==> src/rtl/seg_display_pkg.sv <==
// Shared types and segment patterns for the 7-segment display blocks.
// Patterns are active-high, bit order {g,f,e,d,c,b,a}.
package seg_display_pkg;

    typedef enum logic {
        UNITS = 1'b0,
        TENS  = 1'b1
    } digit_sel_t;

    localparam logic [6:0] SEG_OFF = 7'b0000000;

    localparam logic [6:0] SEG_LUT [0:9] = '{
        7'b0111111,  // 0
        7'b0000110,  // 1
        7'b1011011,  // 2
        7'b1001111,  // 3
        7'b1100110,  // 4
        7'b1101101,  // 5
        7'b1111101,  // 6
        7'b0000111,  // 7
        7'b1111111,  // 8
        7'b1101111   // 9
    };

endpackage

==> src/rtl/seg7_decoder.sv <==
// Combinational BCD digit to active-high 7-segment pattern.
// Non-decimal inputs (10-15) produce a dark digit.
module seg7_decoder
    import seg_display_pkg::*;
(
    input  logic [3:0] val_i,
    output logic [6:0] seg_o
);

    always_comb begin
        seg_o = SEG_OFF;
        if (val_i <= 4'd9) begin
            seg_o = SEG_LUT[val_i];
        end
    end

endmodule

==> src/rtl/count_seg_display.sv <==
// Two-digit multiplexed 7-segment driver for a 0-15 counter value.
// Input register, refresh timer, units/tens select FSM and registered outputs.
module count_seg_display
    import seg_display_pkg::*;
#(
    parameter int REFRESH_CYCLES = 100000,
    parameter bit ACTIVE_LOW     = 1'b1
) (
    input  logic       clk,
    input  logic       rst,
    input  logic [3:0] count,
    input  logic       blank_lz,
    output logic [6:0] seg,
    output logic [1:0] an,
    output logic       dp
);

    localparam int            CW       = $clog2(REFRESH_CYCLES);
    localparam logic [CW-1:0] LAST     = CW'(REFRESH_CYCLES - 1);
    localparam logic [6:0]    SEG_IDLE = ACTIVE_LOW ? 7'h7f : 7'h00;
    localparam logic [1:0]    AN_IDLE  = ACTIVE_LOW ? 2'b11 : 2'b00;

    logic [3:0]    count_q;
    logic [CW-1:0] refresh_q, refresh_d;
    digit_sel_t    sel_q, sel_d;
    logic          wrap;

    logic [3:0]    tens, units, digit;
    logic [6:0]    pat, seg_hi;
    logic [1:0]    an_hi;
    logic [6:0]    seg_q, seg_d;
    logic [1:0]    an_q, an_d;

    // Refresh timer and digit select advance together on the wrap cycle.
    assign wrap = (refresh_q == LAST);

    always_comb begin
        refresh_d = refresh_q + 1'b1;
        sel_d     = sel_q;
        if (wrap) begin
            refresh_d = '0;
            sel_d     = (sel_q == UNITS) ? TENS : UNITS;
        end
    end

    always_comb begin
        tens  = 4'd0;
        units = count_q;
        if (count_q >= 4'd10) begin
            tens  = 4'd1;
            units = count_q - 4'd10;
        end
    end

    assign digit = (sel_q == TENS) ? tens : units;

    seg7_decoder u_dec (
        .val_i (digit),
        .seg_o (pat)
    );

    // Polarity is applied before the output flops so pins come straight off registers.
    always_comb begin
        seg_hi = pat;
        an_hi  = (sel_q == TENS) ? 2'b10 : 2'b01;
        if (sel_q == TENS && blank_lz && tens == 4'd0) begin
            seg_hi = SEG_OFF;
            an_hi  = 2'b00;
        end
        seg_d = ACTIVE_LOW ? ~seg_hi : seg_hi;
        an_d  = ACTIVE_LOW ? ~an_hi  : an_hi;
    end

    always_ff @(posedge clk or negedge rst) begin
        if (!rst) begin
            count_q   <= 4'd0;
            refresh_q <= '0;
            sel_q     <= UNITS;
            seg_q     <= SEG_IDLE;
            an_q      <= AN_IDLE;
        end else begin
            count_q   <= count;
            refresh_q <= refresh_d;
            sel_q     <= sel_d;
            seg_q     <= seg_d;
            an_q      <= an_d;
        end
    end

    assign seg = seg_q;
    assign an  = an_q;
    assign dp  = ACTIVE_LOW ? 1'b1 : 1'b0;

endmodule

==> config.mk <==
export PLATFORM = sky130hd
export DESIGN_NAME = count_seg_display
export DESIGN_NICKNAME = d
export VERILOG_FILES = /design/src/rtl/seg_display_pkg.sv /design/src/rtl/seg7_decoder.sv /design/src/rtl/count_seg_display.sv
export SDC_FILE = /design/constraint.sdc
export NUM_CORES = 1
export LEC_CHECK = 0
export ABC_AREA = 1
export ABC_CLOCK_PERIOD_IN_PS = 1900
export CORE_ASPECT_RATIO = 1.4
export CORE_MARGIN = 1
export CORE_UTILIZATION = 51
export DETAILED_ROUTE_END_ITERATION = 12
export PLACE_DENSITY_LB_ADDON = 0.12
export SLEW_MARGIN = 20
export SYNTH_ARGS = -nofsm -noshare
export SYNTH_HDL_FRONTEND = slang
export SYNTH_SLANG_ARGS = --single-unit
==> constraint.sdc <==
create_clock -name clk -period 1.9 [get_ports clk]
set_input_delay 0.38 -clock clk [delete_from_list [all_inputs] [get_ports clk]]
set_output_delay 0.38 -clock clk [all_outputs]
set_load 0.05 [all_outputs]
# ---- Word-level counts from Yosys, hierarchy flattened
# Memories as Yosys holds them, arrays and structs flattened.
# Cells that the tools add are included.
dict set report word_totals {
  ff_bits 31
  mem_bits_ro 112
  inputBits 7
  output_inout_bits 10
  word_cells 29
  mem_count 1
}
dict set report op_classes {
  addsub 2
  magnitude_cmp 3
  n_eq_ne 1
  muxes 11
  bitwise 3
  n_reduce_logical 3
}
# name depth width rd rd_ports_with_merged_regs wr line
set memory_table {}
lappend memory_table {{(no name shown)} 16 7 1 0 0 seg7_decoder.sv:13} ;# seg_o = SEG_LUT[val_i];
# op n
set op_table {}
lappend op_table {{$mux 7} 4}
lappend op_table {{$add 17x1->17 const B} 1}
lappend op_table {{$eq 17x17->1 const B} 1}
lappend op_table {{$mux 17} 1}
lappend op_table {{$mux 4} 2}
lappend op_table {{$not 7->7} 1}
lappend op_table {{$ge 5x5->1 const B} 1}
lappend op_table {{$not 4->5} 1}
lappend op_table {{$ge 4x4->1 const B} 1}
lappend op_table {{$le 4x4->1 const B} 1}
lappend op_table {{$logic_not 4->1} 1}
lappend op_table {{$mux 2} 2}
lappend op_table {{$sub 4x4->4 const B} 1}
lappend op_table {{$logic_and 1x1->1} 2}
lappend op_table {{$mux 1} 2}
lappend op_table {{$not 2->2} 1}

# ---- Longest topological paths before layout
# Gate-level depths: netlist (run 1).
dict set report logic_depth {
  word_depth 10
  mapped_depth 9
  depth_no_buf 9
}

# ---- Hierarchy
# From an unflattened synthesis (run 1), not the netlist that was laid out.
dict set report hier_totals {
  hier_cells 249
  hier_area_um2 1781.7
}
# mod n_inst cells_per_inst area_each_um2 seq_area_each_um2
set modules_own_cells {}
lappend modules_own_cells {count_seg_display 1 204 1551.5 787.0}
lappend modules_own_cells {seg7_decoder 1 45 230.2 0.0}

# ---- Worst setup path after synthesis (run 1)
# Ideal clock, no wire load.
dict set report synth_path {
  kind {flip-flop to flip-flop}
  from {reg count_q[1]}
  to {reg seg_q[1], in the netlist seg[1]}
  setup_ns 0.060
  t_arrival_ns 1.679
  t_required_ns 1.840
  setup_slack_ns 0.161
  stages_incl_launch_ff 9
  synth_period_minus_slack_ns 1.739
  path_cell_list {dfrtp_1 o21ai_0 nand2_1 o21ai_0 inv_1 ha_1 nand3b_1 or2_1 nand2_1}
}
dict set report synth_between {
  elab_chain_len 10
  word_cells_on_any_way 15
  cone_classes {1 x add/sub; 2 x order compare; 7 x mux; 2 x bitwise; 2 x reduce/logical; 1 x memory}
}
# element line
set synth_lines {}
lappend synth_lines {{from (decl)} count_seg_display.sv:23} ;# logic [3:0] count_q;
lappend synth_lines {{from (signal assigned)} count_seg_display.sv:82} ;# count_q <= count;
lappend synth_lines {{$sub 4x4->4 / $ge 4x4->1 (equally long branches)} {count_seg_display.sv:51, count_seg_display.sv:49}}
lappend synth_lines {{$mux 4 / $mux 1 (equally long branches)} count_seg_display.sv:49} ;# if (count_q >= 4'd10) begin
lappend synth_lines {{$mux 4} count_seg_display.sv:55} ;# assign digit = (sel_q == TENS) ? tens : units;
lappend synth_lines {{$not 4->5 (not written as such)} seg7_decoder.sv:13}
lappend synth_lines {{$mem_v2 16x7} -}
lappend synth_lines {{$mux 7 (not written as such) (2 in a row)} seg7_decoder.sv:13}
lappend synth_lines {{$mux 7} seg7_decoder.sv:12} ;# if (val_i <= 4'd9) begin
lappend synth_lines {{$mux 7 *} count_seg_display.sv:66} ;# if (sel_q == TENS && blank_lz && tens == 4'd0) begin
lappend synth_lines {{$not 7->7 *} count_seg_display.sv:70} ;# seg_d = ACTIVE_LOW ? ~seg_hi : seg_hi;
lappend synth_lines {{net seg_d[1]} count_seg_display.sv:31} ;# logic [6:0] seg_q, seg_d;
lappend synth_lines {{to (signal assigned)} count_seg_display.sv:85} ;# seg_q <= seg_d;
lappend synth_lines {{to (decl)} count_seg_display.sv:31}
# The timed path passes the listed nets; every way through them passes the cells marked *. The select of a mux whose other input is x is not followed.
# A chain may end at the register's enable or synchronous reset.

# ---- Worst setup path after layout (run 1)
# Ends and elaborated chain as after synthesis.

==> impl_results.md, run 1 <==
* Lkg Pwr at 0.999 nW
* EDFF count, synth at 0
* Met2 usage at 38.3%
* Area Overhead vs Synth at 16.0%
* Worst setup EP type: flip-flop
* Max-cap violations at 0
* Crit Path Category: flip-flop to flip-flop
* Critical path cell sequence: o21ai_1 -> nand2_1 -> o21ai_0 -> inv_1 -> ha_1 -> nand3b_1 -> or2_1 -> nand2_1
* Fin crit period at 1740 ps
* Fin util at 63.1%
* Chip Height at 70.6 um
* Routability-driven placement congestion ratio at 0.888
* Crit path required time at 2120 ps
* Wire per inst at 11.3 um
* Final Power at 1.46 mW
* VDD IR-drop max at 0.609 mV
* First-pass GRT wire length at 5.64 mm
* Pre-CTS setup slack at 90.6 ps
* Fillers at 286
* Number of instances in the placed design at 276
* RSZ-0062 raised after global routing: no
* Design area at 1990 um2
* WL final at 3.20 mm
* Via count at 1371
* Post-Syn Instances at 222
* Global route overflow at 0
* Synth cell count leaders: 59 x nand2_1, 41 x nor2_1, 32 x inv_1, 22 x dfrtp_1, 13 x nand3_1
* YS warnings at 0
* Most frequent cell after synthesis: nand2_1
* Vias in the first global route at 1327
* Root buffer cell: clkbuf_8
* Fin Hold WS at 491 ps
* Ys async rst share at 100%
* Die footprint at 3600 um2
* # IOs at 17
* IO Port Bufs at 15
* Worst-skew pair later-pin latency at 280 ps
* H-tree depth at 2
* Clock power share at 35.9%
* Min-Delay Path Class: primary input to asynchronous set/reset pin
* WP data arrival at 1960 ps
* Max incr delay on CP at 420 ps
* CTS clk-pin slew, worst paths at 70 ps
* Largest net degree at the start of global routing at 32
* Top cell type's share of synthesized area at 32.1%
* Placed cell area at 1900 um2
* Mean Syn Cell Area at 7.73 um2
* Fin worst setup slack at 156 ps
* Max Fanout on Critical Path at 5
* #FFs+latches synth at 31
* Via density at 4.83
* DRC violations left at 0
* # rows at 24
* CTS tree: built
* TritonCTS Buffers at 5
* Nets at 259
* Setup Skew at 7.75 ps
* PostCTS Resize Cnt at 0
* Outcome: finished, final reports clean
* Initial antenna violation count at 0
* Share of cells above drive strength 1 at 16.3%
* Switching Fraction at 27.0%
* Hold-fix buffers, CTS at 0
* Mapped cell area at 1720 um2
* Clk buf depth at 2
* Clock sink total at 31
* Prevailing post-synth register cell: dfrtp_1
* Global routing met3 resource utilization at 4.73%
* CP Launch Type: flip-flop
* Post-route ant nets at 0
* Initial Utilization at 54.4%
* Layout Cells excl Fill at 284
* Combinational power share at 15.2%
* Net switching power at 393 uW
* Post-synth net total at 237
* Width of the die at 51.0 um
* Final setup viols at 0
* Met1 Use GR at 22.2%
* Slew Limit Fails at 0
* Diodes inserted at 0
* Setup TNS at 0 ps
* Core outline area at 3150 um2
* Pwr dens at 732 nW/um2
* Critical Path Most Common Cell: nand2_1
* Maximum clock frequency at 574 MHz
* Critical path's slowest cell: dfrtp_1
* Tot GR Track Use at 21.2%
* Seq/Total Area, Yosys at 45.9%
* Post-CTS setup buffer count at 0
* Busiest grt layer: met2
* 1st-pass router iterations at 4
* Dominant cell type by area after synthesis: dfrtp_1
* Initial drt markers at 19
* Hold Fails Final Rpt at 0
* Seq pwr share at 48.8%
* DP Wirelength at 2.48 mm
* Synth top area cells: dfrtp_1 32%, dfstp_2 14%, nand2_1 13%
* Tcrit/Tclk final at 91.8%
* Distinct cells, synth at 27
* Pint at 1.06 mW
## state kept, by name, summed over array words and instances (netlist names)
name / count
seg: 7
sel_q: 1
an: 2
refresh_q: 17
count_q: 4
## final cells by class
cell class | count | area, um2 | area share, %
flip-flops and latches | 31 | 787 | 39.6
clock buffers | 7 | 86.3 | 4.34
inverters | 34 | 128 | 6.42
clock inverters | 1 | 5.00 | 0.252
repair buffers | 18 | 150 | 7.55
multi-input cells | 154 | 785 | 39.4
well taps | 39 | 48.8 | 2.45
## power groups by stage
stage	Clock, mW	Sequential, mW	Combinational, mW
CTS	0.537	0.711	0.225
global route	0.569	0.713	0.243
global placement	0	0.722	0.222
detailed placement	0	0.722	0.225
floorplan	0	0.803	0.0696
finish	0.523	0.711	0.222
## per-layer routing
metal | up-vias | wire (um)
li1 | 712 | -
met1 | 633 | 1300
met2 | 16 | 1730
met3 | 10 | 57
met4 | 0 | 113
met5 | - | 0
## worst paths after layout
| path | from | end | depth (start not counted) | slack [ps] |
|---|---|---|---|---|
| max reg2reg | count_q[1] | seg[1] | 8 | 160 |
| max | count_q[1] | seg[1] | 8 | 160 |
| max in group asynchronous | rst | seg[6] | 2 | 1090 |
| min in group clk | refresh_q[0] | refresh_q[0] | 1 | 490 |
| min reg2reg | refresh_q[0] | refresh_q[0] | 1 | 490 |
| min | rst | refresh_q[2] | 2 | 490 |
## logic make-up (layout without fill, tap and decap cells)
logic type                 count (synthesis)  after routing  share of synthesized area (%)
and+or+nand+nor                          126            126                           31.7
buffers and inverters                     37             60                           8.39
DFF                                       31             31                           45.9
AOI/OAI and AO/OA                         12             12                           4.38
adders and majority gates                  8              8                           5.84
xor gates and xnor gates                   7              7                           3.57
other                                      1              1                          0.219
## placed cells by master (no fill, tap or decap), types with 7 or more instances in the layout
| cell type | synthesis | routed |
|---|---|---|
| nand2_1 | 59 | 59 |
| nor2_1 | 41 | 41 |
| inv_1 | 32 | 32 |
| dfrtp_1 | 22 | 22 |
| nand3_1 | 13 | 13 |
| buf_4 | 1 | 12 |
| dfstp_2 | 9 | 9 |
| ha_1 | 8 | 8 |
| xor2_1 | 7 | 7 |
## critical path, delay by kind of cell, from the launching register on
family	cells	cell delay, ps
buffers and inverters	1	130
AO/OA/AOI/OAI	2	290
AND/OR/NAND/NOR	4	550
adder cells (fa/ha/maj)	1	300
flip-flops	1	420
Power figures use the tool's default switching activity.
==> run 2: changes to the inputs <==
--- a/config.mk
+++ b/config.mk
@@ -9,9 +9,11 @@
 export ABC_CLOCK_PERIOD_IN_PS = 1900
 export CORE_ASPECT_RATIO = 1.4
 export CORE_MARGIN = 1
-export CORE_UTILIZATION = 51
+export CORE_UTILIZATION = 45
+export CTS_CLUSTER_DIAMETER = 120
 export DETAILED_ROUTE_END_ITERATION = 12
 export PLACE_DENSITY_LB_ADDON = 0.12
+export SKIP_LAST_GASP = 1
 export SLEW_MARGIN = 20
 export SYNTH_ARGS = -nofsm -noshare
 export SYNTH_HDL_FRONTEND = slang
==> run 2 against run 1 <==
  * First-iteration DRC count grew 5.3%
  * Critical endpoint unchanged
  * Die area increased by 13%
  * Design area is 1.9% higher
  * Highest routed layer unchanged
==> impl_results.md, run 2 (synthesis results as in run 1) <==
* WL final at 3.21 mm
* CTS tree: built
* Core outline area at 3640 um2
* Area Overhead vs Synth at 18.2%
* Crit path required time at 2120 ps
* Fin util at 55.6%
* TritonCTS Buffers at 5
* Tcrit/Tclk final at 90.1%
* RR Startpoint: count_q[1]
* DRC violations left at 0
* Routability-driven placement congestion ratio at 0.840
* R2R setup slack at 190 ps
* Leading cell types in the layout, fill and taps excluded: 59 x nand2_1, 41 x nor2_1, 32 x inv_1
* Worst setup EP type: flip-flop
* Share of cells above drive strength 1 at 17.1%
* Largest net degree at the start of global routing at 32
* CP startpoint: count_q[1]
* Crit Path Category: flip-flop to flip-flop
* Clock sink total at 31
* Hold Fails Final Rpt at 0
* Pwr dens at 791 nW/um2
* DP Wirelength at 2.55 mm
* # rows at 26
* RSZ-0062 raised after global routing: no
* IO Port Bufs at 15
* CP Launch Type: flip-flop
* Max-cap violations at 0
* Post-route ant nets at 0
* Vias in the first global route at 1395
* Max Fanout on Critical Path at 5
* Chip Height at 75.1 um
* Final setup viols at 0
* Design area at 2030 um2
* Width of the die at 54.2 um
* Nets at 260
* Lkg Pwr at 1.02 nW
* Fin crit period at 1710 ps
* Seq pwr share at 44.3%
* Via density at 4.71
* Switching Fraction at 25.4%
* Via count at 1356
* Commonest non-fill, non-tap cell in the layout: nand2_1
* First-pass GRT wire length at 5.78 mm
* Slew Limit Fails at 0
* Diodes inserted at 0
* Initial Utilization at 47.1%
* Combinational power share at 14.1%
* Worst-skew pair later-pin latency at 280 ps
* WP data arrival at 1940 ps
* Initial antenna violation count at 0
* Maximum clock frequency at 584 MHz
* VDD IR-drop max at 0.651 mV
* Register bank with the most flops: refresh_q
* Tot GR Track Use at 20.4%
* Clk buf depth at 2
* H-tree depth at 2
* Setup Skew at 5.60 ps
* Placed cell area at 1900 um2
* Setup TNS at 0 ps
* CTS clk-pin slew, worst paths at 70 ps
* Initial drt markers at 20
* Outcome: finished, final reports clean
* Min-Delay Path Class: primary input to asynchronous set/reset pin
* Die footprint at 4070 um2
* # IOs at 17
* Number of instances in the placed design at 279
* Root buffer cell: clkbuf_8
* Layout Cells excl Fill at 288
* Max reg flops at 17
* Pint at 1.20 mW
* Global route overflow at 0
* 1st-pass router iterations at 4
* Net switching power at 407 uW
* Clock power share at 41.6%
* Wire per inst at 11.2 um
## run 2: cell types whose count changed in the layout (fill, tap and decap cells not counted), sizes merged
cell    change
bufinv      +1
buf         +1
clkbuf      -1
## run 2: worst max-delay path, stage by stage (launching register included)
cell      delay [ps]
dfrtp_1          410
o21ai_1          170
nand2_1          110
o21ai_1          120
inv_1            110
ha_1             290
nand3b_1         170
or2_1            220
nand2_1           70
## run 2: routing by layer
layer	share of wire, %	global-route usage (%)
met4	3.9	12.3
met3	3.5	5.45
met1	39	19.3
met2	53	37.5
met5	0	0
## run 2: power groups by stage
stage	Sequential (mW)	Combinational, mW	Clock (mW)
finish	0.710	0.227	0.666
global route	0.712	0.250	0.722
CTS	0.710	0.229	0.690
detailed placement	0.722	0.229	0
global placement	0.722	0.226	0
floorplan	0.803	0.0696	0
## run 2: layout make-up
type                    count  area, um2
clock buffers               6       82.6
inverters                  34        128
clock inverters             2       35.0
well taps                  42       52.6
flip-flops and latches     31        787
fillers                   351       1620
multi-input cells         154        785
repair buffers             19        158
## run 2: final timing paths
path | to | cells past startpoint
max | seg[1] | 8
min | refresh_q[2] | 2
max reg2reg | seg[1] | 8
min reg2reg | refresh_q[0] | 1
max in group asynchronous | seg[5] | 2
min in group clk | refresh_q[0] | 1
## run 2: timing repair
item / CTS / global route
resized for setup: 0 / 2
hold buffers: 0 / 0
buffers inserted: 0 / 1
setup endpoints to repair: 0 / 7
## run 2: per-stage QoR
stage	power [mW]	setup slack [ps]	hold WS (ps)
finish	1.60	189	483
global route	1.68	25.3	517
detailed placement	0.950	106	487
global placement	0.948	121	479
floorplan	0.873	161	84.4
CTS	1.63	67.2	496
==> run 3: changes to the inputs <==
--- a/config.mk
+++ b/config.mk
@@ -7,6 +7,7 @@
 export LEC_CHECK = 0
 export ABC_AREA = 1
 export ABC_CLOCK_PERIOD_IN_PS = 1900
+export CAP_MARGIN = 40
 export CORE_ASPECT_RATIO = 1.4
 export CORE_MARGIN = 1
 export CORE_UTILIZATION = 45
==> constraint.sdc (replaced) <==
create_clock -name clk -period 1.9 [get_ports clk]
set_input_delay 0.38 -clock clk [delete_from_list [all_inputs] [get_ports clk]]
set_output_delay 0.38 -clock clk [all_outputs]
set_load 0.02 [all_outputs]
==> run 3 against run 2 <==
  * Sequential power barely moved
  * Via count rose by 0.15%
  * First-iteration DRC count fell by 55%
  * Utilization fell by 0.58 points
==> impl_results.md, run 3 (synthesis results as in run 1) <==
* Clk buf depth at 2
* Setup TNS at 0 ps
* Wire per inst at 11.3 um
* Reg2reg end: seg[4]
* Commonest non-fill, non-tap cell in the layout: nand2_1
* RSZ-0062 raised after global routing: no
* Global route overflow at 0
* Fin worst setup slack at 111 ps
* Crit Path Category: flip-flop to primary output
* Critical path cell sequence: clkdlybuf4s50_1
* IO Port Bufs at 15
* Largest net degree at the start of global routing at 32
* Net switching power at 342 uW
* Via density at 4.73
* Pre-CTS setup slack at 126 ps
* Register bank with the most flops: refresh_q
* Lkg Pwr at 0.984 nW
* Root buffer cell: clkbuf_8
* Max-cap violations at 0
* Worst Setup EP: seg[2]
* Crit path buffers/inverters at 1
* CTS clk-pin slew, worst paths at 70 ps
* Die footprint at 4070 um2
* 1st-pass router iterations at 4
* Chip Height at 75.1 um
* Initial drt markers at 9
* Max reg flops at 17
* Worst setup EP type: primary output
* Pint at 1.04 mW
* Clock power share at 35.4%
* Initial Utilization at 47.1%
* Combinational power share at 13.0%
* Post-CTS setup buffer count at 0
* Reg2reg path depth at 9
* Width of the die at 54.2 um
* Max Fanout on Critical Path at 1
* Maximum clock frequency at 559 MHz
* First-pass GRT wire length at 5.45 mm
* Tot GR Track Use at 19.5%
* VDD IR-drop max at 0.516 mV
* Initial antenna violation count at 0
* RR Startpoint: count_q[3]
* CP Launch Type: flip-flop
* Slew Limit Fails at 0
* CP top delay family: buffers and inverters
* Worst-skew pair later-pin latency at 280 ps
* Final Power at 1.38 mW
* Placed cell area at 1920 um2
* Switching Fraction at 24.8%
* TritonCTS Buffers at 5
* WP data arrival at 1410 ps
* Critical path's slowest cell: clkdlybuf4s50_1
* # rows at 26
* Clock sink total at 31
* Area Overhead vs Synth at 16.9%
* CTS tree: built
* Routability-driven placement congestion ratio at 0.870
* DP Wirelength at 2.51 mm
* Core outline area at 3640 um2
* Setup Skew at 6.33 ps
* WP depth at 1
* WL final at 3.24 mm
* Hold Fails Final Rpt at 0
* Crit path required time at 1520 ps
* Min-Delay Path Class: primary input to asynchronous set/reset pin
* Tcrit/Tclk final at 94.1%
* Seq pwr share at 51.6%
* Vias in the first global route at 1317
* Max incr delay on CP at 610 ps
* Final setup viols at 0
* Layout Cells excl Fill at 287
* Design area at 2010 um2
* R2R setup slack at 170 ps
* Pwr dens at 686 nW/um2
* H-tree depth at 2
* Post-route ant nets at 0
* DRC violations left at 0
* CP startpoint: seg[2]
* Outcome: finished, final reports clean
* Fin crit period at 1790 ps
* Via count at 1358
* Leading cell types in the layout, fill and taps excluded: 59 x nand2_1, 41 x nor2_1, 32 x inv_1
* # IOs at 17
* Number of instances in the placed design at 279
* Nets at 259
* Share of cells above drive strength 1 at 12.2%
* Diodes inserted at 0
==> run 3: cell count changes in the layout (fill, tap and decap cells not counted) <==
cell / change
buf_4: -10
clkdlybuf4s50_1: +9
clkbuf_1: +2
bufinv_16: -1
clkbuf_8: -1
o21ai_0: +1
o21ai_1: -1
==> run 3: power groups by stage <==
stage          combinational, mW  clock [mW]  sequential [mW]
6_report                   0.178       0.488            0.711
5_1_grt                    0.198       0.536            0.713
4_1_cts                    0.182       0.509            0.711
3_5_place_dp               0.181           0            0.722
3_3_place_gp               0.182           0            0.722
2_1_floorplan             0.0670           0            0.752
==> run 3: worst min path at each step <==
stage	start	end	cells after the start
6_report	rst	refresh_q[2]	2
5_1_grt	count[3]	count_q[3]	1
4_1_cts	rst	refresh_q[2]	2
3_5_place_dp	refresh_q[0]	refresh_q[0]	1
3_3_place_gp	refresh_q[0]	refresh_q[0]	1
2_1_floorplan	rst	count_q[0]	0
==> run 3: what timing repair did <==
item,in CTS,in global routing
hold buffers,0,0
setup endpoints to repair,0,7
resized for setup,0,1
==> run 3: layout make-up <==
type	count	area, um2
clock buffers	7	76.3
clock inverters	1	5.00
fillers	367	1640
inverters	34	128
multi-input cells	154	785
flip-flops and latches	31	787
well taps	42	52.6
repair buffers	18	173
==> run 3: routing by layer <==
metal	global-route usage (%)	vias up	share of wire, %
met5	0	-	0
met4	9.40	0	2.0
met3	4.24	4	2.3
met2	38.2	18	55
met1	17.9	621	40
li1	-	715	-
==> run 3: per-stage QoR <==
step | util, % | hold slack [ps]
detailed placement | 52.8 | 489
global placement | 52.8 | 477
global route | 55.0 | 526
floorplan | - | 84.4
finish | 55.0 | 494
CTS | 55.0 | 498
